$ cat config.mk
export PLATFORM = sky130hd
export DESIGN_NAME = ag32gbd_tile_pack
export DESIGN_NICKNAME = d
export VERILOG_FILES = /design/src/rtl/ag32gbd_tile_pack.sv
export SDC_FILE = /design/constraint.sdc
export NUM_CORES = 1
export LEC_CHECK = 0
export CAP_MARGIN = 30
export CORE_ASPECT_RATIO = 2
export CORE_MARGIN = 5
export CORE_UTILIZATION = 56
export DETAILED_ROUTE_END_ITERATION = 10
export HOLD_SLACK_MARGIN = 0.12
export PLACE_DENSITY = 0.75
export SLEW_MARGIN = 20
export SYNTH_ARGS = -nofsm -noshare
export SYNTH_HDL_FRONTEND = slang
export SYNTH_SLANG_ARGS = --single-unit
$ cat constraint.sdc
create_clock -name sys_clock -period 2.24 [get_ports sys_clock]
set_input_delay 0.448 -clock sys_clock [delete_from_list [all_inputs] [get_ports sys_clock]]
set_output_delay 0.448 -clock sys_clock [all_outputs]
set_load 0.05 [all_outputs]
$ cat src/rtl/ag32gbd_tile_pack.sv
// ag32gbd_tile_pack
// Writer side of the 2bpp tile strip buffer. Packs raster-order 2-bit pixels
// into Game Boy plane bytes and writes them into ping-pong strip buffers
// A (0x000-0x0FF) and B (0x100-0x1FF), handing each finished 8-line strip to
// the consumer with a done/release handshake.
//
// Ports:
//   sys_clock, sys_resetn          clock, async active-low reset
//   Frame_Start                    restart packing at pixel (0,0)
//   Pixel_Valid/Pixel_Data         pixel input (0 = white, 3 = black)
//   Pixel_Ready                    combinational accept qualifier
//   RequestWriteBuffer             one-cycle bram write strobe
//   BufferWriteOffset/Data         bram byte offset and plane byte
//   Strip_Done/Strip_Buffer        strip complete / oldest full buffer
//   Strip_Release                  consumer frees the oldest full buffer
//   Frame_Done                     pulses with the final Strip_Done of a frame
module ag32gbd_tile_pack #(
    parameter int unsigned IMG_WIDTH   = 128,
    parameter int unsigned IMG_HEIGHT  = 112,
    parameter logic [9:0]  BASE_OFFSET = 10'h000
) (
    input  logic       sys_clock,
    input  logic       sys_resetn,
    input  logic       Frame_Start,
    input  logic       Pixel_Valid,
    input  logic [1:0] Pixel_Data,
    output logic       Pixel_Ready,
    output logic       RequestWriteBuffer,
    output logic [9:0] BufferWriteOffset,
    output logic [7:0] BufferWriteData,
    output logic       Strip_Done,
    output logic       Strip_Buffer,
    input  logic       Strip_Release,
    output logic       Frame_Done
);

    localparam int unsigned XW = 7;
    localparam int unsigned YW = $clog2(IMG_HEIGHT);

    typedef enum logic [1:0] {
        IDLE  = 2'd0,
        WR_LO = 2'd1,
        WR_HI = 2'd2
    } state_t;

    state_t        state_q, state_d;
    logic [XW-1:0] x_q, x_d;
    logic [YW-1:0] y_q, y_d;
    logic [7:0]    lo_q, lo_d;
    logic [7:0]    hi_q, hi_d;
    logic [7:0]    hold_hi_q, hold_hi_d;
    logic          hold_sel_q, hold_sel_d;
    logic          hold_last_strip_q, hold_last_strip_d;
    logic          hold_last_frame_q, hold_last_frame_d;
    logic [1:0]    full_q, full_d;
    logic          wr_sel_q, wr_sel_d;
    logic          rd_sel_q, rd_sel_d;
    logic          req_q, req_d;
    logic [9:0]    offset_q, offset_d;
    logic [7:0]    data_q, data_d;
    logic          strip_done_q, strip_done_d;
    logic          frame_done_q, frame_done_d;

    logic          ready;
    logic          accept;
    logic [7:0]    lo_nx;
    logic [7:0]    hi_nx;
    logic          x_last;
    logic          y_last;

    // Frame_Start has priority over a simultaneous pixel.
    assign ready  = !full_q[wr_sel_q] && !Frame_Start;
    assign accept = Pixel_Valid && ready;
    assign lo_nx  = {lo_q[6:0], Pixel_Data[0]};
    assign hi_nx  = {hi_q[6:0], Pixel_Data[1]};
    assign x_last = (x_q == XW'(IMG_WIDTH - 1));
    assign y_last = (y_q == YW'(IMG_HEIGHT - 1));

    // Next-state: packing, write sequencing, strip hand-off.
    always_comb begin
        state_d           = state_q;
        x_d               = x_q;
        y_d               = y_q;
        lo_d              = lo_q;
        hi_d              = hi_q;
        hold_hi_d         = hold_hi_q;
        hold_sel_d        = hold_sel_q;
        hold_last_strip_d = hold_last_strip_q;
        hold_last_frame_d = hold_last_frame_q;
        full_d            = full_q;
        wr_sel_d          = wr_sel_q;
        rd_sel_d          = rd_sel_q;
        req_d             = 1'b0;
        offset_d          = offset_q;
        data_d            = data_q;
        strip_done_d      = 1'b0;
        frame_done_d      = 1'b0;

        // A pending plane write or strip completion is abandoned by Frame_Start.
        if (!Frame_Start) begin
            case (state_q)
                IDLE: begin
                end
                WR_LO: begin
                    // Plane-1 byte lands one address above the plane-0 byte.
                    req_d    = 1'b1;
                    data_d   = hold_hi_q;
                    offset_d = offset_q + 10'd1;
                    state_d  = WR_HI;
                end
                WR_HI: begin
                    state_d = IDLE;
                    if (hold_last_strip_q) begin
                        full_d[hold_sel_q] = 1'b1;
                        strip_done_d       = 1'b1;
                        wr_sel_d           = ~hold_sel_q;
                        frame_done_d       = hold_last_frame_q;
                    end
                end
                default: state_d = IDLE;
            endcase
        end

        // Oldest full buffer is freed; release with nothing full is a no-op.
        if (Strip_Release && full_q[rd_sel_q]) begin
            full_d[rd_sel_q] = 1'b0;
            rd_sel_d         = ~rd_sel_q;
        end

        if (accept) begin
            lo_d = lo_nx;
            hi_d = hi_nx;
            if (x_last) begin
                x_d = '0;
                y_d = y_last ? '0 : y_q + YW'(1);
            end else begin
                x_d = x_q + XW'(1);
            end
            // Eighth pixel of a segment: issue plane 0 next cycle, hold plane 1.
            if (x_q[2:0] == 3'd7) begin
                req_d             = 1'b1;
                data_d            = lo_nx;
                offset_d          = BASE_OFFSET + 10'({wr_sel_q, x_q[6:3], y_q[2:0], 1'b0});
                hold_hi_d         = hi_nx;
                hold_sel_d        = wr_sel_q;
                hold_last_strip_d = (y_q[2:0] == 3'd7) && x_last;
                hold_last_frame_d = (y_q[2:0] == 3'd7) && x_last && y_last;
                state_d           = WR_LO;
            end
        end

        if (Frame_Start) begin
            x_d     = '0;
            y_d     = '0;
            lo_d    = '0;
            hi_d    = '0;
            state_d = IDLE;
        end
    end

    // State and output registers.
    always_ff @(posedge sys_clock or negedge sys_resetn) begin
        if (!sys_resetn) begin
            state_q           <= IDLE;
            x_q               <= '0;
            y_q               <= '0;
            lo_q              <= '0;
            hi_q              <= '0;
            hold_hi_q         <= '0;
            hold_sel_q        <= 1'b0;
            hold_last_strip_q <= 1'b0;
            hold_last_frame_q <= 1'b0;
            full_q            <= '0;
            wr_sel_q          <= 1'b0;
            rd_sel_q          <= 1'b0;
            req_q             <= 1'b0;
            offset_q          <= '0;
            data_q            <= '0;
            strip_done_q      <= 1'b0;
            frame_done_q      <= 1'b0;
        end else begin
            state_q           <= state_d;
            x_q               <= x_d;
            y_q               <= y_d;
            lo_q              <= lo_d;
            hi_q              <= hi_d;
            hold_hi_q         <= hold_hi_d;
            hold_sel_q        <= hold_sel_d;
            hold_last_strip_q <= hold_last_strip_d;
            hold_last_frame_q <= hold_last_frame_d;
            full_q            <= full_d;
            wr_sel_q          <= wr_sel_d;
            rd_sel_q          <= rd_sel_d;
            req_q             <= req_d;
            offset_q          <= offset_d;
            data_q            <= data_d;
            strip_done_q      <= strip_done_d;
            frame_done_q      <= frame_done_d;
        end
    end

    assign Pixel_Ready        = ready;
    assign RequestWriteBuffer = req_q;
    assign BufferWriteOffset  = offset_q;
    assign BufferWriteData    = data_q;
    assign Strip_Done         = strip_done_q;
    assign Strip_Buffer       = rd_sel_q;
    assign Frame_Done         = frame_done_q;

endmodule
==> results.tsv <==
stage	metric	value	unit
outcome	run status	finished, final reports clean	
floorplanning	core footprint	0.00514	mm^2
synth	number of synthesized flops with an enable pin	0	
synth	Syn Nets	321	
sta	Layout Skew	4.88	ps
floorplanning	# IOs	30	
drt	DR vias/cell	5.55	
setup_path	worst-path cell chain	mux2_4 > or4_4 > or4b_1 > a21oi_1	
power	Power, Total	0.00212	W
drt	DRC violations left	0	
sta	Least-Margin Pin Slew	511	ps
run	max_cap viols	0	
power	Peak VDD IR	0.520	mV
grt	initial antenna violation count	0	
setup_path	Crit-path slowest cell	or4_4	
synth	fraction of registers with async set/reset	100	%
min_path	worst hold-check path type	reg -> reg	
clock_tree	CTS tree	built	
drt	Pre-Repair DR Iteration Count	4	
setup_path	required time of the critical path	2510	ps
grt	GR Overflow Total	0	
grt	global-route usage over all layers	20.5	%
floorplanning	Starting Density	57.7	%
sta	Tmin final	2070	ps
cells_and_area	final core occ	69.9	%
clock_tree	CTS resizes	0	
sta	RSZ-0062 raised after global routing	false	
grt	pin count of the biggest net entering global routing	67	
setup_path	CP peak stage delay	540	ps
clock_tree	Worst-path clk slew	60	ps
clock_tree	clk buf depth	2	
sta	fin. max-slew vios	0	
placed_design	DP Worst Slack	-67.9	ps
setup_path	crit end category	flip-flop	
cells_and_area	most frequent cells in the layout	88 x nand2_1, 66 x dfrtp_1, 27 x clkdlybuf4s50_1, 25 x a21oi_1, 22 x o21ai_0	
synth	cell area after synthesis	0.00297	mm^2
drt	Final ANT Viol Nets	0	
placed_design	Final Wtd Congestion	0.771	
synth	sequential element share of the synthesized area	55.7	%
floorplanning	DIE AREA	0.00694	mm^2
floorplanning	die height	113	um
synth	#FFs+latches synth	66	
sta	Period Utilization, post-route	92.5	%
clock_tree	clk sinks	66	
drt	Wirelength per Cell	14.9	um
clock_tree	# H-tree levels	3	
floorplanning	Die Wd	61.5	um
sta	Sum Neg Setup Slack	0	ps
placed_design	Port Buffer Count	29	
cells_and_area	Area growth syn-to-layout	21.0	%
synth	Netlist cell types	40	
sta	Max-slew headroom	65.8	%
synth	Primary FF master, synth	dfrtp_1	
cells_and_area	fill cell count	405	
sta	fmax	483	MHz
clock_tree	post-CTS setup repair buffer count	0	
sta	Final Hold Viols	0	
sta	Worst Setup Slack, final	169	ps
grt	number of global-route vias before repair	2308	
clock_tree	CTS buffer count	9	
grt	first-pass GRT wire length	10.6	mm
cells_and_area	commonest non-fill, non-tap cell in the layout	nand2_1	
setup_path	element type at the critical path start	flip-flop	
placed_design	DP HPWL	4.29	mm
setup_path	WP data arrival	2340	ps
cells_and_area	Final #Nets	363	
drt	total wire length	6.13	mm
synth	Post-Syn Instances	309	
sta	count of final setup violators	0	
cells_and_area	ant diodes	0	
synth	Synthesis Warnings	0	
clock_tree	clk_lat worst skew	340	ps
power	pwr dens	590	mW/mm^2
clock_tree	Clock Root Buffer	clkbuf_8	
setup_path	WS Path Type	reg -> reg	
cells_and_area	share of cells above drive strength 1	10.5	%
drt	Starting DRT DRC Count	135	
power	Pleak	1.61	nW
setup_path	CP Max Fanout	4	
floorplanning	row count	37	
synth	syn_area_per_cell	9.60	um^2
drt	total number of vias	2288	
-- flip-flops by register name (all words and copies together), names as in the netlist, 2 cells and up --
name and cells:
BufferWriteData 8, BufferWriteOffset 10, full_q 2, hi_q 7, hold_hi_q 8, lo_q 7, state_q 2, x_q 7
y_q 7
-- worst paths after layout --
| check | from | endpoint | slack (ps) | cells past startpoint |
|---|---|---|---|---|
| max in group asynchronous | sys_resetn | Strip_Buffer | 1300 | 3 |
| worst min register to register | hold_hi_q[3] | hold_hi_q[3] | 470 | 2 |
| worst max register to register | wr_sel_q | y_q[6] | 170 | 4 |
| worst max-delay path | wr_sel_q | y_q[6] | 170 | 4 |
| worst min-delay path | hold_hi_q[3] | hold_hi_q[3] | 470 | 2 |
| min in group asynchronous | sys_resetn | BufferWriteData[2] | 670 | 3 |
-- synthesized netlist by cell type (all sizes together) (2+ instances only) --
cell,n,area share [%]
a21o,2,0.59
a21oi,25,4.2
a31oi,2,0.42
and2,5,1.1
and3,3,0.63
buf,6,1.2
clkbuf,9,1.1
dfrtp,66,56
ha,5,2.1
inv,3,0.38
mux2i,10,3.4
nand2,88,11
nand3,13,2.2
nand4,6,1.3
nand4b,2,0.59
nor2,10,1.3
o21ai,22,3.7
or2,2,0.42
or3,2,0.46
or4,2,0.63
or4b,2,0.67
xnor2,2,0.59
xor2,9,2.7
-- per-layer routing --
layer,global-route usage [%],part of all wire [%]
met5,0,0
met2,31.1,51
met4,10.3,2.9
met3,4.22,4.1
met1,27.2,42
-- worst max-delay path, delay by kind of cell, from the launching register on --
family / cells / cell delay (ps)
AOI/OAI and AO/OA: 1 / 150
DFF: 1 / 420
muxes: 1 / 350
and+or+nand+nor: 2 / 1070
-- power by group --
group | internal (W) | leakage, nW | switching [W]
combinational | 0.0000345 | 0.612 | 0.0000603
clock | 0.000421 | 0.0766 | 0.000394
sequential | 0.00120 | 0.919 | 0.00000724
-- kinds of logic after synthesis --
| group | after synthesis | synth area share (%) |
|---|---|---|
| AND/OR/NAND/NOR | 140 | 21.6 |
| flip-flops | 66 | 55.7 |
| AO/OA/AOI/OAI | 57 | 10.7 |
| buffers and inverters | 19 | 2.83 |
| XOR/XNOR | 11 | 3.25 |
| multiplexers | 11 | 3.88 |
| adder cells (fa/ha/maj) | 5 | 2.11 |
-- through the flow --
| step | hold WS (ps) | area [um^2] | cells |
|---|---|---|---|
| after floorplan | 152 | 2970 | 309 |
| after global placement | 450 | 3430 | 397 |
| after detailed placement | 467 | 3430 | 397 |
| after CTS | 483 | 3590 | 412 |
| after global routing | 508 | 3590 | 412 |
| final | 475 | 3590 | 412 |
-- what timing repair did --
action                                 in CTS  in global routing
hold buffers                                1                  0
endpoints found under the hold margin      12                  0
setup endpoints to repair                   0                  0
-- cell type report --
cell class | count | area (um^2) | share of cell area, %
timing repair buffer | 46 | 463 | 12.9
clock buffer | 14 | 153 | 4.25
inverter | 4 | 15.0 | 0.418
sequential | 66 | 1650 | 46.0
tap | 58 | 72.6 | 2.02
multi-input combinational | 224 | 1240 | 34.4
Power figures use the tool's default switching activity.
